==> src/rtl/arrow_lane_engine.sv <==
// Note engine for the dance-pad game: per-lane scrolling arrow slots, press judging
// (hit/miss/stray), score and combo tracking, and a registered "arrow here" pixel query.
module arrow_lane_engine #(
  parameter int unsigned LANES      = 4,
  parameter int unsigned DEPTH      = 4,
  parameter int unsigned TICK_DIV   = 500000,
  parameter int unsigned START_Y    = 408,
  parameter int unsigned HIT_WIN    = 16,
  parameter int unsigned TOP_Y      = 36,
  parameter int unsigned LANE_X0    = 146,
  parameter int unsigned LANE_PITCH = 92,
  parameter int unsigned ARROW_W    = 72,
  localparam int unsigned LW        = (LANES > 1) ? $clog2(LANES) : 1,
  localparam int unsigned CW        = $clog2(TICK_DIV)
) (
  input  logic             clk,
  input  logic             iRST_N,
  input  logic             run,
  input  logic             clear,
  input  logic [LANES-1:0] spawn_req,
  input  logic [LANES-1:0] pad_n,
  input  logic [10:0]      pix_x,
  input  logic [10:0]      pix_y,
  output logic             px_on,
  output logic [LW-1:0]    px_lane,
  output logic [LANES-1:0] hit,
  output logic [LANES-1:0] miss,
  output logic [LANES-1:0] stray,
  output logic [LANES-1:0] spawn_drop,
  output logic [15:0]      score,
  output logic [15:0]      combo,
  output logic [15:0]      max_combo
);

  localparam int unsigned SW = (DEPTH > 1) ? $clog2(DEPTH) : 1;

  logic [CW-1:0]    cnt_q, cnt_d;
  logic             tick;

  logic [LANES-1:0] sync1_q, sync2_q, prev_q;
  logic [LANES-1:0] press;

  logic             valid_q [LANES][DEPTH];
  logic             valid_d [LANES][DEPTH];
  logic [8:0]       dy_q    [LANES][DEPTH];
  logic [8:0]       dy_d    [LANES][DEPTH];

  logic [LANES-1:0] best_found;
  logic [SW-1:0]    best_idx [LANES];
  logic [8:0]       best_dy  [LANES];
  logic [LANES-1:0] free_found;
  logic [SW-1:0]    free_idx [LANES];

  logic [LANES-1:0] hit_q, hit_d;
  logic [LANES-1:0] miss_q, miss_d;
  logic [LANES-1:0] stray_q, stray_d;
  logic [LANES-1:0] drop_q, drop_d;

  logic [15:0]      score_q, score_d;
  logic [15:0]      combo_q, combo_d;
  logic [15:0]      max_q, max_d;
  logic [16:0]      nhits, score_sum, combo_sum;

  logic             px_on_q, px_on_d;
  logic [LW-1:0]    px_lane_q, px_lane_d;
  logic [10:0]      lane_x0, box_y0;
  logic             in_x, lane_match;

  // Scroll tick divider
  assign tick = run && (cnt_q == CW'(TICK_DIV - 1));

  always_comb begin
    cnt_d = cnt_q;
    if (clear) begin
      cnt_d = '0;
    end else if (run) begin
      cnt_d = tick ? '0 : cnt_q + 1'b1;
    end
  end

  // Press is a falling edge of the synchronised pad level
  assign press = prev_q & ~sync2_q & {LANES{run}};

  // Per-lane slot selection: nearest valid arrow and lowest free slot
  always_comb begin
    for (int l = 0; l < int'(LANES); l++) begin
      best_found[l] = 1'b0;
      best_idx[l]   = '0;
      best_dy[l]    = '1;
      free_found[l] = 1'b0;
      free_idx[l]   = '0;
      for (int s = 0; s < int'(DEPTH); s++) begin
        if (valid_q[l][s] && (!best_found[l] || dy_q[l][s] < best_dy[l])) begin
          best_found[l] = 1'b1;
          best_idx[l]   = SW'(s);
          best_dy[l]    = dy_q[l][s];
        end
      end
      for (int s = int'(DEPTH) - 1; s >= 0; s--) begin
        if (!valid_q[l][s]) begin
          free_found[l] = 1'b1;
          free_idx[l]   = SW'(s);
        end
      end
    end
  end

  // Slot next state: judge on pre-tick dy, then scroll, then spawn into a slot free at cycle start
  always_comb begin
    valid_d = valid_q;
    dy_d    = dy_q;
    hit_d   = '0;
    miss_d  = '0;
    stray_d = '0;
    drop_d  = '0;
    for (int l = 0; l < int'(LANES); l++) begin
      if (press[l]) begin
        if (best_found[l] && ({23'd0, best_dy[l]} <= HIT_WIN)) begin
          hit_d[l]                 = 1'b1;
          valid_d[l][best_idx[l]] = 1'b0;
        end else begin
          stray_d[l] = 1'b1;
        end
      end
      if (tick) begin
        for (int s = 0; s < int'(DEPTH); s++) begin
          if (valid_q[l][s] && !(hit_d[l] && best_idx[l] == SW'(s))) begin
            if (dy_q[l][s] == 9'd0) begin
              valid_d[l][s] = 1'b0;
              miss_d[l]     = 1'b1;
            end else begin
              dy_d[l][s] = dy_q[l][s] - 9'd1;
            end
          end
        end
      end
      if (run && spawn_req[l]) begin
        if (free_found[l]) begin
          valid_d[l][free_idx[l]] = 1'b1;
          dy_d[l][free_idx[l]]    = 9'(START_Y);
        end else begin
          drop_d[l] = 1'b1;
        end
      end
    end
    if (clear) begin
      for (int l = 0; l < int'(LANES); l++) begin
        for (int s = 0; s < int'(DEPTH); s++) begin
          valid_d[l][s] = 1'b0;
        end
      end
      hit_d   = '0;
      miss_d  = '0;
      stray_d = '0;
      drop_d  = '0;
    end
  end

  // Score and combo; any miss or stray this cycle outranks hits for the combo
  always_comb begin
    nhits = '0;
    for (int l = 0; l < int'(LANES); l++) begin
      nhits = nhits + 17'(hit_d[l]);
    end
    score_sum = {1'b0, score_q} + nhits;
    combo_sum = {1'b0, combo_q} + nhits;
    score_d   = score_sum[16] ? 16'hFFFF : score_sum[15:0];
    if ((|miss_d) || (|stray_d)) begin
      combo_d = '0;
    end else begin
      combo_d = combo_sum[16] ? 16'hFFFF : combo_sum[15:0];
    end
    max_d = (combo_d > max_q) ? combo_d : max_q;
    if (clear) begin
      score_d = '0;
      combo_d = '0;
      max_d   = '0;
    end
  end

  // Pixel query on current slot state; descending scan leaves the lowest matching lane
  always_comb begin
    px_on_d    = 1'b0;
    px_lane_d  = '0;
    lane_x0    = '0;
    box_y0     = '0;
    in_x       = 1'b0;
    lane_match = 1'b0;
    for (int l = int'(LANES) - 1; l >= 0; l--) begin
      lane_x0    = 11'(LANE_X0 + l * LANE_PITCH);
      in_x       = (pix_x >= lane_x0) && (pix_x <= lane_x0 + 11'(ARROW_W - 1));
      lane_match = 1'b0;
      for (int s = 0; s < int'(DEPTH); s++) begin
        box_y0 = 11'(TOP_Y) + 11'(dy_q[l][s]);
        if (valid_q[l][s] && in_x && (pix_y >= box_y0) &&
            (pix_y <= box_y0 + 11'(ARROW_W - 1))) begin
          lane_match = 1'b1;
        end
      end
      if (lane_match) begin
        px_on_d   = 1'b1;
        px_lane_d = LW'(l);
      end
    end
  end

  always_ff @(posedge clk or negedge iRST_N) begin
    if (!iRST_N) begin
      cnt_q     <= '0;
      sync1_q   <= '1;
      sync2_q   <= '1;
      prev_q    <= '1;
      for (int l = 0; l < int'(LANES); l++) begin
        for (int s = 0; s < int'(DEPTH); s++) begin
          valid_q[l][s] <= 1'b0;
          dy_q[l][s]    <= '0;
        end
      end
      hit_q     <= '0;
      miss_q    <= '0;
      stray_q   <= '0;
      drop_q    <= '0;
      score_q   <= '0;
      combo_q   <= '0;
      max_q     <= '0;
      px_on_q   <= 1'b0;
      px_lane_q <= '0;
    end else begin
      cnt_q     <= cnt_d;
      sync1_q   <= pad_n;
      sync2_q   <= sync1_q;
      prev_q    <= sync2_q;
      valid_q   <= valid_d;
      dy_q      <= dy_d;
      hit_q     <= hit_d;
      miss_q    <= miss_d;
      stray_q   <= stray_d;
      drop_q    <= drop_d;
      score_q   <= score_d;
      combo_q   <= combo_d;
      max_q     <= max_d;
      px_on_q   <= px_on_d;
      px_lane_q <= px_lane_d;
    end
  end

  assign hit        = hit_q;
  assign miss       = miss_q;
  assign stray      = stray_q;
  assign spawn_drop = drop_q;
  assign score      = score_q;
  assign combo      = combo_q;
  assign max_combo  = max_q;
  assign px_on      = px_on_q;
  assign px_lane    = px_lane_q;

endmodule
==> config.mk <==
export PLATFORM = sky130hd
export DESIGN_NAME = arrow_lane_engine
export DESIGN_NICKNAME = d
export VERILOG_FILES = /design/src/rtl/arrow_lane_engine.sv
export SDC_FILE = /design/constraint.sdc
export NUM_CORES = 1
export LEC_CHECK = 0
export BUFFER_PORTS_ARGS = -buffer_cell sky130_fd_sc_hd__buf_2
export CAP_MARGIN = 40
export CORE_MARGIN = 2
export CORE_UTILIZATION = 59
export CTS_CLUSTER_SIZE = 40
export DETAILED_ROUTE_END_ITERATION = 10
export GPL_ROUTABILITY_DRIVEN = 0
export MAX_ROUTING_LAYER = met4
export PLACE_DENSITY_LB_ADDON = 0.08
export SETUP_SLACK_MARGIN = 0.02
export SLEW_MARGIN = 10
export SYNTH_ARGS = -nofsm -noshare
export SYNTH_HDL_FRONTEND = slang
export SYNTH_SLANG_ARGS = --single-unit
==> constraint.sdc <==
create_clock -name clk -period 10.5 [get_ports clk]
set_input_delay 0.525 -clock clk [delete_from_list [all_inputs] [get_ports clk]]
set_output_delay 0.525 -clock clk [all_outputs]
set_load 0.05 [all_outputs]
## Yosys cells after proc, flatten, opt, wreduce, memory -nomap -nowiden

Cells that the tools add are included.

| storage, ports and cells | value |
|---|---|
| logic and storage cells | 693 |
| register bits | 258 |
| input port bits | 34 |
| output and inout bits | 67 |

| cells by class | value |
|---|---|
| add/subtract/negate cells | 54 |
| order comparisons | 73 |
| equality and inequality tests | 13 |
| muxes and demuxes | 295 |
| reduce and logical (&&, ||, !) cells | 178 |
| bitwise operators | 35 |

Operator list:

| kind | count |
|---|---|
| 9-bit 2-to-1 mux | 52 |
| 36-bit 2-to-1 mux | 12 |
| 10-bit by 7-bit adder with 11-bit output (second input constant) | 16 |
| 11-bit by 10-bit greater-or-equal comparator with 1-bit output | 16 |
| 11-bit less-or-equal comparator | 16 |
| 6-bit by 9-bit adder with 10-bit output (first input constant) | 16 |
| 1-bit 2-to-1 mux | 156 |
| 9-bit logical NOT | 16 |
| 9-bit by 1-bit subtractor with 9-bit output (second input constant) | 16 |
| 16-bit 2-to-1 mux | 8 |
| 1-bit logical AND | 113 |
| 9-bit < comparator | 12 |
| 4-bit 2-to-1 mux | 24 |
| 20-bit AND | 4 |
| 20-bit NOT | 4 |
| 9-bit demux with 2-bit select | 4 |
| 16-bit bitwise OR | 4 |
| 19-bit 2-to-1 mux | 3 |
| 2-bit 2-to-1 mux | 28 |
| 9-bit by 5-bit less-or-equal comparator with 1-bit output (second input constant) | 4 |
| 16-bit by 4-bit adder with 17-bit output | 2 |
| 11-bit by 9-bit less-or-equal comparator with 1-bit output (second input constant) | 3 |
| 1-bit logical NOT | 28 |
| 4-bit AND | 6 |
| 21 further kinds | 85 |

## Depth between registers and ports, before layout

| depth | value |
|---|---|
| depth in word-level cells | 35 |
| depth in mapped cells | 60 |
| mapped depth without buffers | 54 |

## Worst setup path before layout

Ideal clock, no wire load.

| path | value |
|---|---|
| path type | reg-to-reg |
| start point | register valid_q[11] (netlist name) |
| end point | register max_q[4] (netlist: max_combo[4]) |
| setup time | 0.075 ns |
| required time | 10.425 ns |
| slack | -0.577 ns |
| arrival | 11.002 ns |
| cell stages (with the launch flop) | 58 |
| clock period less this slack | 11.077 ns |
| buffers on the path | 6 |
| cell sequence | dfrtp_1 clkbuf_1 inv_1 clkbuf_1 nor2_1 ha_1 and4_1 nor2b_1 a31oi_1 o211ai_1 clkbuf_1 nand2_1 o21ai_0 ha_1 and3_1 o21ai_0 a21o_1 nand2_1 [22 not listed] nand2_1 nor3_1 clkbuf_1 nor2_1 nor2_1 ha_1 o21a_1 o21a_1 o21a_1 o21ai_0 nand2b_1 a21oi_1 nor2b_1 o21ai_0 a22o_1 nor2b_1 clkbuf_1 o2bb2ai_2 |

| between the ends | value |
|---|---|
| word-level cells in the longest chain between the ends | 34 |
| elaborated cells on any way between the ends | 69 |
| classes of those cells | add/sub (4); order compare (5); eq/ne (3); mux (30); reduce/logical (27) |

RTL lines:

| element | RTL line | source |
|---|---|---|
| start, declared | 43 | `logic valid_q [LANES][DEPTH];` |
| start signal, assigned | 233 | `valid_q <= valid_d;` |
| branches (longest 31 deep; another with 9-bit < comparator) | -- |  |
| 16-bit 2-to-1 mux (*) | 168 | `if ((\|miss_d) \|\| (\|stray_d)) begin` |
| 16-bit > comparator or 16-bit 2-to-1 mux (tied branches) | 173 | `max_d = (combo_d > max_q) ? combo_d : max_q;` |
| 2-bit nonzero test (no line) or 16-bit 2-to-1 mux (tied branches) | -- |  |
| end signal, assigned | 241 | `max_q <= max_d;` |
| end, declared | 61 | `logic [15:0] max_q, max_d;` |

Mark *: on every way between the ends. The select of a mux whose other input is x is not followed.
A chain may end at the register's enable or synchronous reset.

## Final worst setup path

| path | value |
|---|---|
| start point | register valid_q[11] (netlist name) |
| end point | register max_q[0] (netlist: max_combo[0]) |

The elaborated chain is that of the path after synthesis.

==> results.md <==
- Worst r2r src: valid_q[11]$_DFF_PN0_
- Max IR drop VDD: 0.134 mV
- Final Cycle Share: 99.2%
- Synth unique cells: 107
- Fraction of registers with async set/reset: 100%
- Core area: 49200 um2
- Dpl ws: -0.306 ns
- Yosys warnings: 0
- TritonCTS clock tree: yes
- Cells after synthesis: 3579
- GRT Max-Usage Layer: met2
- Routed via count: 28550
- H-tree lvl count: 2
- Num CTS Buffers: 34
- Final worst path period need: 10.42 ns
- Std cell rows: 81
- Mapped cell area: 29500 um2
- Crit start category: register
- Total GRT Usage: 35.3%
- DRC marker count from the first detailed-route iteration: 2514
- # IOs: 101
- PwrDens: 99.4 nW/um2
- First-pass GRT wire length: 143000 um
- Clk slew on worst S/H paths: 0.06 ns
- DRC Markers: 0
- Synth cell count leaders: ha_1, nor2_1, nand2_1, dfrtp_1, xnor2_1
- GR Layer Usage met1: 42.7%
- EDFF count, synth: 0
- Primary FF master, synth: dfrtp_1
- TNS Setup: 0 ns
- Vias in the first global route: 28063
- M2 GR Usage: 57.4%
- Die H: 227 um
- Final Max Slew Viols: 0
- Worst Skew: 0.0223 ns
- Layout cells sized above 1: 14.9%
- P&R area growth vs syn: 15.4%
- Root buf cell: clkbuf_16
- Final instance area: 34000 um2
- Hold WC Path Type: input port to register
- Die area: 51700 um2
- Crit path DAT: 10.92 ns
- Setup violators final: 0
- Max-cap violations: 0
- Critical-path top delay cell: fa_1
- Initial antenna violation count: 0
- IO Port Bufs: 99
- CP startpoint: valid_q[11]$_DFF_PN0_
- Largest net degree at the start of global routing: 62
- Seq/Total Area, Yosys: 22.0%
- Post-synth top area share: 22.8%
- Initial Util: 59.9%
- Bufs on Longest Clock Path: 3
- Via density: 6.35
- Crit path capture type: register
- GR Overflow Total: 0
- Setup ws final: 0.0836 ns
- Post-route ant nets: 0
- Clk_lat worst skew: 0.57 ns
- Max Clk Rate: 96.0 MHz
- Crit Path Class: register to register
- Final Hold Viols: 0
- Measured slew at the worst slew-check pin: 0.980 ns
- WL/cell: 20.3 um
- Reg2Reg Setup Slack: 0.08 ns
- Post-DP Area: 31400 um2
- DR pass1 iterations: 8
- Worst reg2reg path depth: 54
- Worst reg2reg path endpoint: max_combo[0]$_DFFE_PN0P_
- CP required: 11.00 ns
- Slew HR: 34.4%
- Antenna diodes: 0
- DIE WIDTH: 227 um
- Cell accounting for the most synthesized area: ha_1
- Clock sinks: 258
- #FFs+latches synth: 258
- CP endpoint: max_combo[0]$_DFFE_PN0P_
- Largest cells by area after synthesis: ha_1, dfrtp_1, xnor2_1
- Hold WS: 0.0545 ns
- Pleak: 15.8 nW
- WL final: 91200 um
- Critical Path Max Stage Delay: 0.54 ns
- Status: finished clean
- Syn avg cell area: 8.23 um2
- Critical Path Fanout Max: 7
- # nets final: 4383
- Most common cell in the netlist: ha_1
- Total chip power: 3.38 mW
- GRT met3 Usage: 5.52%
- Dpl hpwl: 66300 um
-- report_power, final --
part           internal [mW]  switching, mW
registers               1.02         0.0507
clock network          0.790          0.498
logic                  0.431          0.585
total                   2.25           1.13
-- final cells by class --
| cell class | instances | area [um2] |
|---|---|---|
| clock buffers | 45 | 942 |
| clock inverters | 17 | 288 |
| flip-flops and latches | 258 | 6480 |
| inverters | 215 | 818 |
| well taps | 664 | 831 |
| multi-input cells | 3001 | 22500 |
| fillers | 3955 | 15200 |
| repair buffers | 296 | 2110 |
| repair inverters | 3 | 20.0 |
-- metrics by stage --
| stage | cells | utilization (%) |
|---|---|---|
| 2_1_floorplan | 3594 | - |
| 3_3_place_gp | 4360 | 63.7 |
| 3_5_place_dp | 4364 | 63.9 |
| 4_1_cts | 4442 | 66.9 |
| 5_1_grt | 4499 | 69.1 |
| 6_report | 4499 | 69.1 |
-- worst min path at each step --
stage                    startpoint                   end  slack [ns]  cells past startpoint
3_3_place_gp   sync1_q[1]$_DFF_PN1_  sync2_q[1]$_DFF_PN1_        0.35                      0
4_1_cts                    pad_n[3]  sync1_q[3]$_DFF_PN1_        0.03                      1
5_1_grt                    pad_n[3]  sync1_q[3]$_DFF_PN1_        0.03                      1
6_report                   pad_n[3]  sync1_q[3]$_DFF_PN1_        0.05                      1
2_1_floorplan                iRST_N  cnt_q[0]$_DFFE_PN0P_        0.23                      0
3_5_place_dp   sync1_q[3]$_DFF_PN1_  sync2_q[3]$_DFF_PN1_        0.35                      0
-- registers in the layout, summed over array words and instances, names as in the netlist --
name        flops
cnt_q          19
combo          16
dy_q          144
hit             4
max_combo      16
miss            4
prev_q          4
px_lane         2
px_on           1
score          16
spawn_drop      4
stray           4
sync1_q         4
sync2_q         4
valid_q        16
-- cell families (layout without fill, tap and decap cells) --
group,after synthesis,after routing,synth area share (%)
and+or+nand+nor,1280,1281,21.5
adders and majority gates,540,540,23.0
other,1,16,0.0127
xor gates and xnor gates,316,316,9.40
buffers and inverters,338,576,4.48
DFF,258,258,22.0
muxes,24,24,0.862
AOI/OAI and AO/OA,822,824,18.8
-- routing by layer --
metal  routed length, um  vias to the layer above
met5                   0                        -
met4                4760                        0
met3                6420                      337
met2               42800                     1146
met1               37300                    13702
li1                    -                    13365
-- critical path: cells and delay by family (launching register included) --
family          cells  cell delay, ns
compound gates     19            3.29
xor+xnor            1            0.16
fa+ha+maj           8            2.37
buf+inv             8            1.09
flops               1            0.44
mux                 1            0.34
simple gates       17            2.63
-- cells in the final DEF, fill, tap and decap left out, types with 100 or more instances in the layout --
master	n
a21oi_1	193
buf_2	100
buf_4	176
dfrtp_1	242
ha_1	522
inv_1	204
nand2_1	262
nand3_1	136
nand4_1	100
nor2_1	356
o21a_1	133
o21ai_0	159
xnor2_1	237
-- timing repair --
item | CTS | global route
setup endpoints to repair | 16 | 16
buffers inserted | 12 | 52
gates resized for setup | 27 | 162
gates cloned | 3 | 5
hold buffers | 1 | 0
pin swaps | 12 | 89
hold endpoints to repair | 47 | 0
Power figures use the tool's default switching activity.
